==> src/rtl/exec_decode_unit.sv <==
// Execute/decode slice: operand select, ALU, one-hot write enable, RAM address mux, NZCV flag register.
// Define ALU_SHIFT_EN to build LSL/LSR; without it those opcodes decode as NOP.
module exec_decode_unit (
    input  logic        clk,
    input  logic        reset,
    input  logic [31:0] fetch,
    input  logic [31:0] s1,
    input  logic [31:0] s2,
    input  logic        seladdbusmux,
    input  logic [31:0] addbusaccess,
    input  logic [31:0] pcinstruct,
    output logic [31:0] result,
    output logic [15:0] en,
    output logic [31:0] addressbus,
    output logic        n,
    output logic        z,
    output logic        c,
    output logic        v
);
    localparam logic [3:0] OP_AND = 4'h0, OP_EOR = 4'h1, OP_SUB = 4'h2, OP_RSB = 4'h3,
                           OP_ADD = 4'h4, OP_ADC = 4'h5, OP_SBC = 4'h6, OP_ORR = 4'h7,
                           OP_MOV = 4'h8, OP_LDR = 4'h9, OP_CMP = 4'hB,
                           OP_LSL = 4'hC, OP_LSR = 4'hD, OP_MVN = 4'hE;

    logic [3:0]  w_cond, w_op, w_rd;
    logic        w_s, w_cond_pass;
    logic [31:0] w_op_b, w_add_x, w_add_y, w_result;
    logic        w_add_cin, w_arith, w_s_able, w_writes, w_shift, w_shift_c, w_ovf, w_flag_upd;
    logic [32:0] w_sum;
    logic        r_n, r_z, r_c, r_v;
    logic        w_unused;

    assign w_cond = fetch[31:28];
    assign w_op   = fetch[27:24];
    assign w_s    = fetch[23];
    assign w_rd   = fetch[22:19];
    assign w_op_b = fetch[10] ? {22'd0, fetch[9:0]} : s2;
    // Rn/Rm select fields drive the register-bank muxes upstream, not this slice.
    assign w_unused = ^fetch[18:11];

    assign addressbus = seladdbusmux ? addbusaccess : pcinstruct;

    always_comb begin
        case (w_cond)
            4'h0: w_cond_pass = r_z;
            4'h1: w_cond_pass = !r_z;
            4'h2: w_cond_pass = r_c;
            4'h3: w_cond_pass = !r_c;
            4'h4: w_cond_pass = r_n;
            4'h5: w_cond_pass = !r_n;
            4'h6: w_cond_pass = r_v;
            4'h7: w_cond_pass = !r_v;
            4'h8: w_cond_pass = r_c && !r_z;
            4'h9: w_cond_pass = !r_c || r_z;
            4'hA: w_cond_pass = (r_n == r_v);
            4'hB: w_cond_pass = (r_n != r_v);
            4'hC: w_cond_pass = !r_z && (r_n == r_v);
            4'hD: w_cond_pass = r_z || (r_n != r_v);
            default: w_cond_pass = 1'b1;
        endcase
    end

    // All add/subtract forms share one adder: subtraction is x + ~y + carry-in.
    always_comb begin
        w_add_x   = s1;
        w_add_y   = w_op_b;
        w_add_cin = 1'b0;
        case (w_op)
            OP_SUB, OP_CMP: begin w_add_y = ~w_op_b; w_add_cin = 1'b1; end
            OP_RSB:         begin w_add_x = w_op_b; w_add_y = ~s1; w_add_cin = 1'b1; end
            OP_ADC:         w_add_cin = r_c;
            OP_SBC:         begin w_add_y = ~w_op_b; w_add_cin = r_c; end
            default:        ;
        endcase
    end

    assign w_sum = {1'b0, w_add_x} + {1'b0, w_add_y} + {32'd0, w_add_cin};
    assign w_ovf = (w_add_x[31] == w_add_y[31]) && (w_sum[31] != w_add_x[31]);

`ifdef ALU_SHIFT_EN
    logic [4:0] w_sh;
    assign w_sh = w_op_b[4:0];
`endif

    always_comb begin
        w_result  = 32'd0;
        w_arith   = 1'b0;
        w_s_able  = 1'b0;
        w_writes  = 1'b0;
        w_shift   = 1'b0;
        w_shift_c = r_c;
        case (w_op)
            OP_AND: begin w_result = s1 & w_op_b;  w_s_able = 1'b1; w_writes = 1'b1; end
            OP_EOR: begin w_result = s1 ^ w_op_b;  w_s_able = 1'b1; w_writes = 1'b1; end
            OP_ORR: begin w_result = s1 | w_op_b;  w_s_able = 1'b1; w_writes = 1'b1; end
            OP_MOV: begin w_result = w_op_b;       w_s_able = 1'b1; w_writes = 1'b1; end
            OP_MVN: begin w_result = ~w_op_b;      w_s_able = 1'b1; w_writes = 1'b1; end
            OP_SUB, OP_RSB, OP_ADD, OP_ADC, OP_SBC: begin
                w_result = w_sum[31:0];
                w_arith  = 1'b1;
                w_s_able = 1'b1;
                w_writes = 1'b1;
            end
            OP_CMP: begin w_result = w_sum[31:0]; w_arith = 1'b1; end
            OP_LDR: w_writes = 1'b1;
`ifdef ALU_SHIFT_EN
            // Carry is the last bit pushed out; index 0 - sh wraps to 32 - sh.
            OP_LSL: begin
                w_result = s1 << w_sh;
                w_s_able = 1'b1;
                w_writes = 1'b1;
                w_shift  = 1'b1;
                if (w_sh != 5'd0) w_shift_c = s1[5'd0 - w_sh];
            end
            OP_LSR: begin
                w_result = s1 >> w_sh;
                w_s_able = 1'b1;
                w_writes = 1'b1;
                w_shift  = 1'b1;
                if (w_sh != 5'd0) w_shift_c = s1[w_sh - 5'd1];
            end
`endif
            default: ;
        endcase
    end

    assign result     = w_result;
    assign en         = (w_cond_pass && w_writes) ? (16'd1 << w_rd) : 16'd0;
    assign w_flag_upd = w_cond_pass && ((w_s && w_s_able) || (w_op == OP_CMP));

    always_ff @(posedge clk or negedge reset) begin
        if (!reset) begin
            r_n <= 1'b0;
            r_z <= 1'b0;
            r_c <= 1'b0;
            r_v <= 1'b0;
        end else if (w_flag_upd) begin
            r_n <= w_result[31];
            r_z <= (w_result == 32'd0);
            if (w_arith) begin
                r_c <= w_sum[32];
                r_v <= w_ovf;
            end else if (w_shift) begin
                r_c <= w_shift_c;
            end
        end
    end

    assign n = r_n;
    assign z = r_z;
    assign c = r_c;
    assign v = r_v;
endmodule

==> config.mk <==
export PLATFORM = sky130hd
export DESIGN_NAME = exec_decode_unit
export DESIGN_NICKNAME = d
export VERILOG_FILES = /design/src/rtl/exec_decode_unit.sv
export SDC_FILE = /design/constraint.sdc
export NUM_CORES = 1
export LEC_CHECK = 0
export BUFFER_PORTS_ARGS = -buffer_cell sky130_fd_sc_hd__buf_4
export CAP_MARGIN = 30
export CORE_MARGIN = 2
export CORE_UTILIZATION = 52
export CTS_CLUSTER_DIAMETER = 30
export DETAILED_ROUTE_END_ITERATION = 10
export GPL_TIMING_DRIVEN = 0
export PLACE_DENSITY = 0.84
export RECOVER_POWER = 100
export SLEW_MARGIN = 20
export SYNTH_ARGS = -nofsm -noshare
export SYNTH_HDL_FRONTEND = slang
export SYNTH_SLANG_ARGS = --single-unit
==> constraint.sdc <==
create_clock -name clk -period 5.1 [get_ports clk]
set_clock_uncertainty 0.1 [all_clocks]
set_input_delay 0.255 -clock clk [delete_from_list [all_inputs] [get_ports clk]]
set_output_delay 0.255 -clock clk [all_outputs]
set_load 0.02 [all_outputs]
==> flow_metrics.env <==
export IMPL_ys_ff_latch=4
export IMPL_end_kind="register"
export IMPL_cts_max_level=1
export IMPL_cpLargestDelayFamily="simple AND/OR/NAND/NOR gates"
export IMPL_cp_data_required_time_ns=5.16
export IMPL_initial_core_util_pct=52.7
export IMPL_grt_start_max_net_pins=19
export IMPL_ys_types=73
export IMPL_worstSetupPathType="in2reg"
export IMPL_cts_buffer_depth=2
export IMPL_drive_gt1_share_pct=23.1
export IMPL_stdcell_count=1348
export IMPL_synth_most_common_cell="nand2_1"
export IMPL_fmax_ghz=0.201
export IMPL_syn_avg_cell_area_um2=6.53
export IMPL_synth_nets=1222
export IMPL_multi_input_area_um2=5710
export IMPL_antenna_found_initial=5
export IMPL_critPathArrivalTime_ns=5.04
export IMPL_ys_seq_area_share_pct=1.59
export IMPL_synth_area_leaders="ha_1, o21ai_0, mux2_2"
export IMPL_r2r_start="c"
export IMPL_tightest_slew_ns=0.913
export IMPL_numCtsBuffers=3
export IMPL_seq_area_um2=100
export IMPL_clock_latency_ns=0.22
export IMPL_setup_viol=0
export IMPL_grt_usage_pct=40.5
export IMPL_synth_top_area_share_pct=18.9
export IMPL_drt_first_pass_iters=6
export IMPL_die_width_um=114
export IMPL_cts_tree="built"
export IMPL_min_period_ns=4.98
export IMPL_vias=8555
export IMPL_fill_cells=1112
export IMPL_rr_endpoint="z"
export IMPL_ys_warn_count=0
export IMPL_rsz0062_at_grt="false"
export IMPL_leakage_nw=4.01
export IMPL_drt_wirelength_per_cell_um=20.5
export IMPL_rows=40
export IMPL_synth_edf_count=0
export IMPL_power_density_nw_per_um2=167
export IMPL_relSlewSlack_pct=39.0
export IMPL_grt_pass1_vias=7552
export IMPL_dp_hpwl_um=21600
export IMPL_fin_crit_sh_pct=97.6
export IMPL_synth_top_cell_by_area="ha_1"
export IMPL_dp_cells=1343
export IMPL_max_cap_viol_count=0
export IMPL_drv_slew=0
export IMPL_io_buffers=234
export IMPL_syn_instance_count=962
export IMPL_hp_class="in2async"
export IMPL_clk_pin_slew_ns=0.03
export IMPL_grt_pass1_wl_um=41200
export IMPL_worstPathCellList="clkbuf_2 -> nor3_2 -> o21a_2 -> clkbuf_8 -> nand2_1 -> o221ai_1 -> fa_2 -> fa_2 -> a21o_1 -> a221o_2 -> buf_4 -> a21oi_1 -> xnor2_1 -> a221o_1 -> or4_1 -> or4_4 -> nor4_2 -> nand4_1 -> nand2_1"
export IMPL_synthToLayoutAreaGrowth_pct=32.7
export IMPL_synth_common_cells="nand2_1, o21ai_0, ha_1, inv_1, a21oi_1"
export IMPL_synth_area_um2=6280
export IMPL_cp_slowest_stage_delay_ns=0.57
export IMPL_nets=1459
export IMPL_clock_sinks=4
export IMPL_remaining_drc_errors=0
export IMPL_path_buf_inv=3
export IMPL_path_max_fanout=18
export IMPL_ioPinCount=247
export IMPL_crit_path_start="fetch[26]"
export IMPL_hold_viol_final=0
export IMPL_die_h_um=114
export IMPL_place_congestion=1.06
export IMPL_gr_total_overflow=0
export IMPL_core_area_um2=11900
export IMPL_rr_worst_depth=15
export IMPL_slowest_stage="or4_4"
export IMPL_peakVddDrop_v=0.0000946
export IMPL_die_area_um2=13000
export IMPL_cp_depth=19
export IMPL_worstSetupStartpointType="input port"
export IMPL_drt_wl_total_um=27600
export IMPL_drt_iter0_drc=872
export IMPL_synth_async_reset_ratio_pct=100
export IMPL_root_buffer="clkbuf_16"
export IMPL_r2r_slack_ns=0.40
export IMPL_postRouteAntennaNets=0
export IMPL_pre_cts_ws_ns=-1.36
export IMPL_ys_dominant_reg_cell="dfrtp_1"
export IMPL_status="complete, no violations"
export IMPL_final_setup_worst_slack_ns=0.122
export IMPL_vias_per_cell=6.35
metrics by stage:
stage	util (%)	setup TNS, ns	power (mW)	hold slack [ns]	instance area (µm²)
detailed placement	69.3	-9.83	1.24	-0.0485	8250
CTS	71.3	0	1.40	0.286	8490
global route	69.9	0	1.48	0.337	8330
finish	69.9	0	1.39	0.313	8330
floorplan	-	0	0.798	-0.141	6300
global placement	69.2	-8.27	1.22	-0.0485	8240
cells in the final DEF, fill, tap and decap left out, types with 5 or more instances in the layout:
cell	synthesis	final
ha_2	0	6
a21o_1	8	8
ha_1	95	89
a211o_1	6	6
a22oi_1	15	15
mux2_1	0	8
clkbuf_2	1	9
a221oi_1	11	11
xor2_1	13	12
o211ai_1	9	9
o21ai_0	96	94
nor3_1	40	39
mux2_2	36	28
nor4_1	7	5
a31oi_1	10	10
o21bai_1	5	5
clkbuf_1	67	101
o21a_1	8	7
nand4_1	10	10
a221o_1	5	5
nand2_1	107	106
a211oi_1	6	6
and2_1	5	5
mux2i_1	17	16
nand3_1	14	13
a21oi_1	74	74
nand2b_1	27	27
o221ai_1	20	19
inv_1	76	75
buf_4	0	185
nor2b_1	8	8
clkbuf_4	0	5
xnor2_1	8	8
nor2_1	67	66
how the worst max path moves through the flow:
stage                     end  slack [ns]
after global routing        z        0.02
after CTS                   z       0.004
after global placement      z       -1.29
after detailed placement    z       -1.36
after floorplan             z        0.02
final                       z        0.12
sequential cells by signal, indices dropped and copies added, names as in the netlist:
| register | cells |
|---|---|
| n | 1 |
| v | 1 |
| c | 1 |
| z | 1 |
cell type report:
cell class	instances	share of cell area [%]
Multi-Input combinational cell	801	68.5
Timing Repair Buffer	245	19.5
Buffer	66	4.02
Inverter	78	3.53
Tap cell	147	2.21
Sequential cell	4	1.20
Clock buffer	3	0.901
Antenna cell	4	0.120
where the power goes:
group,internal (mW),leakage (nW),total [mW],switching (mW)
Combinational,0.481,3.92,1.21,0.730
Clock,0.100,0.0370,0.122,0.0219
Sequential,0.0432,0.0507,0.0608,0.0177
repair_timing:
item                                    CTS  global route
endpoints found under the setup margin   19             7
hold buffers                              1             0
setup buffers                             6             3
gates resized for setup                  41            24
endpoints found under the hold margin     4             0
pin swaps                                10             9
per-layer routing:
layer | wire length [µm] | up-vias | share of wire (%) | track usage (%)
met1 | 9810 | 3829 | 35 | 46.5
met4 | 2350 | 0 | 8.5 | 28.8
met2 | 12400 | 596 | 45 | 66.2
li1 | - | 3991 | - | -
met5 | 0 | - | 0 | 0
met3 | 3070 | 139 | 11 | 9.40
worst reg2reg max path, delay by kind of cell (launching register included):
| family | cells | cell delay [ns] |
|---|---|---|
| xor gates and xnor gates | 1 | 0.10 |
| AOI/OAI and AO/OA | 6 | 1.53 |
| adders and majority gates | 2 | 0.82 |
| DFF | 1 | 0.44 |
| buffers and inverters | 1 | 0.18 |
| and+or+nand+nor | 5 | 1.47 |
cells by family after synthesis:
kind of cell / count (synthesis) / share of synthesized area [%]
AOI/OAI and AO/OA: 311 / 32.3
xor gates and xnor gates: 21 / 2.93
adders and majority gates: 97 / 19.6
buffers and inverters: 157 / 9.63
DFF: 4 / 1.59
muxes: 54 / 9.53
and+or+nand+nor: 318 / 24.5
No activity file was read; power rests on OpenSTA's default activity.
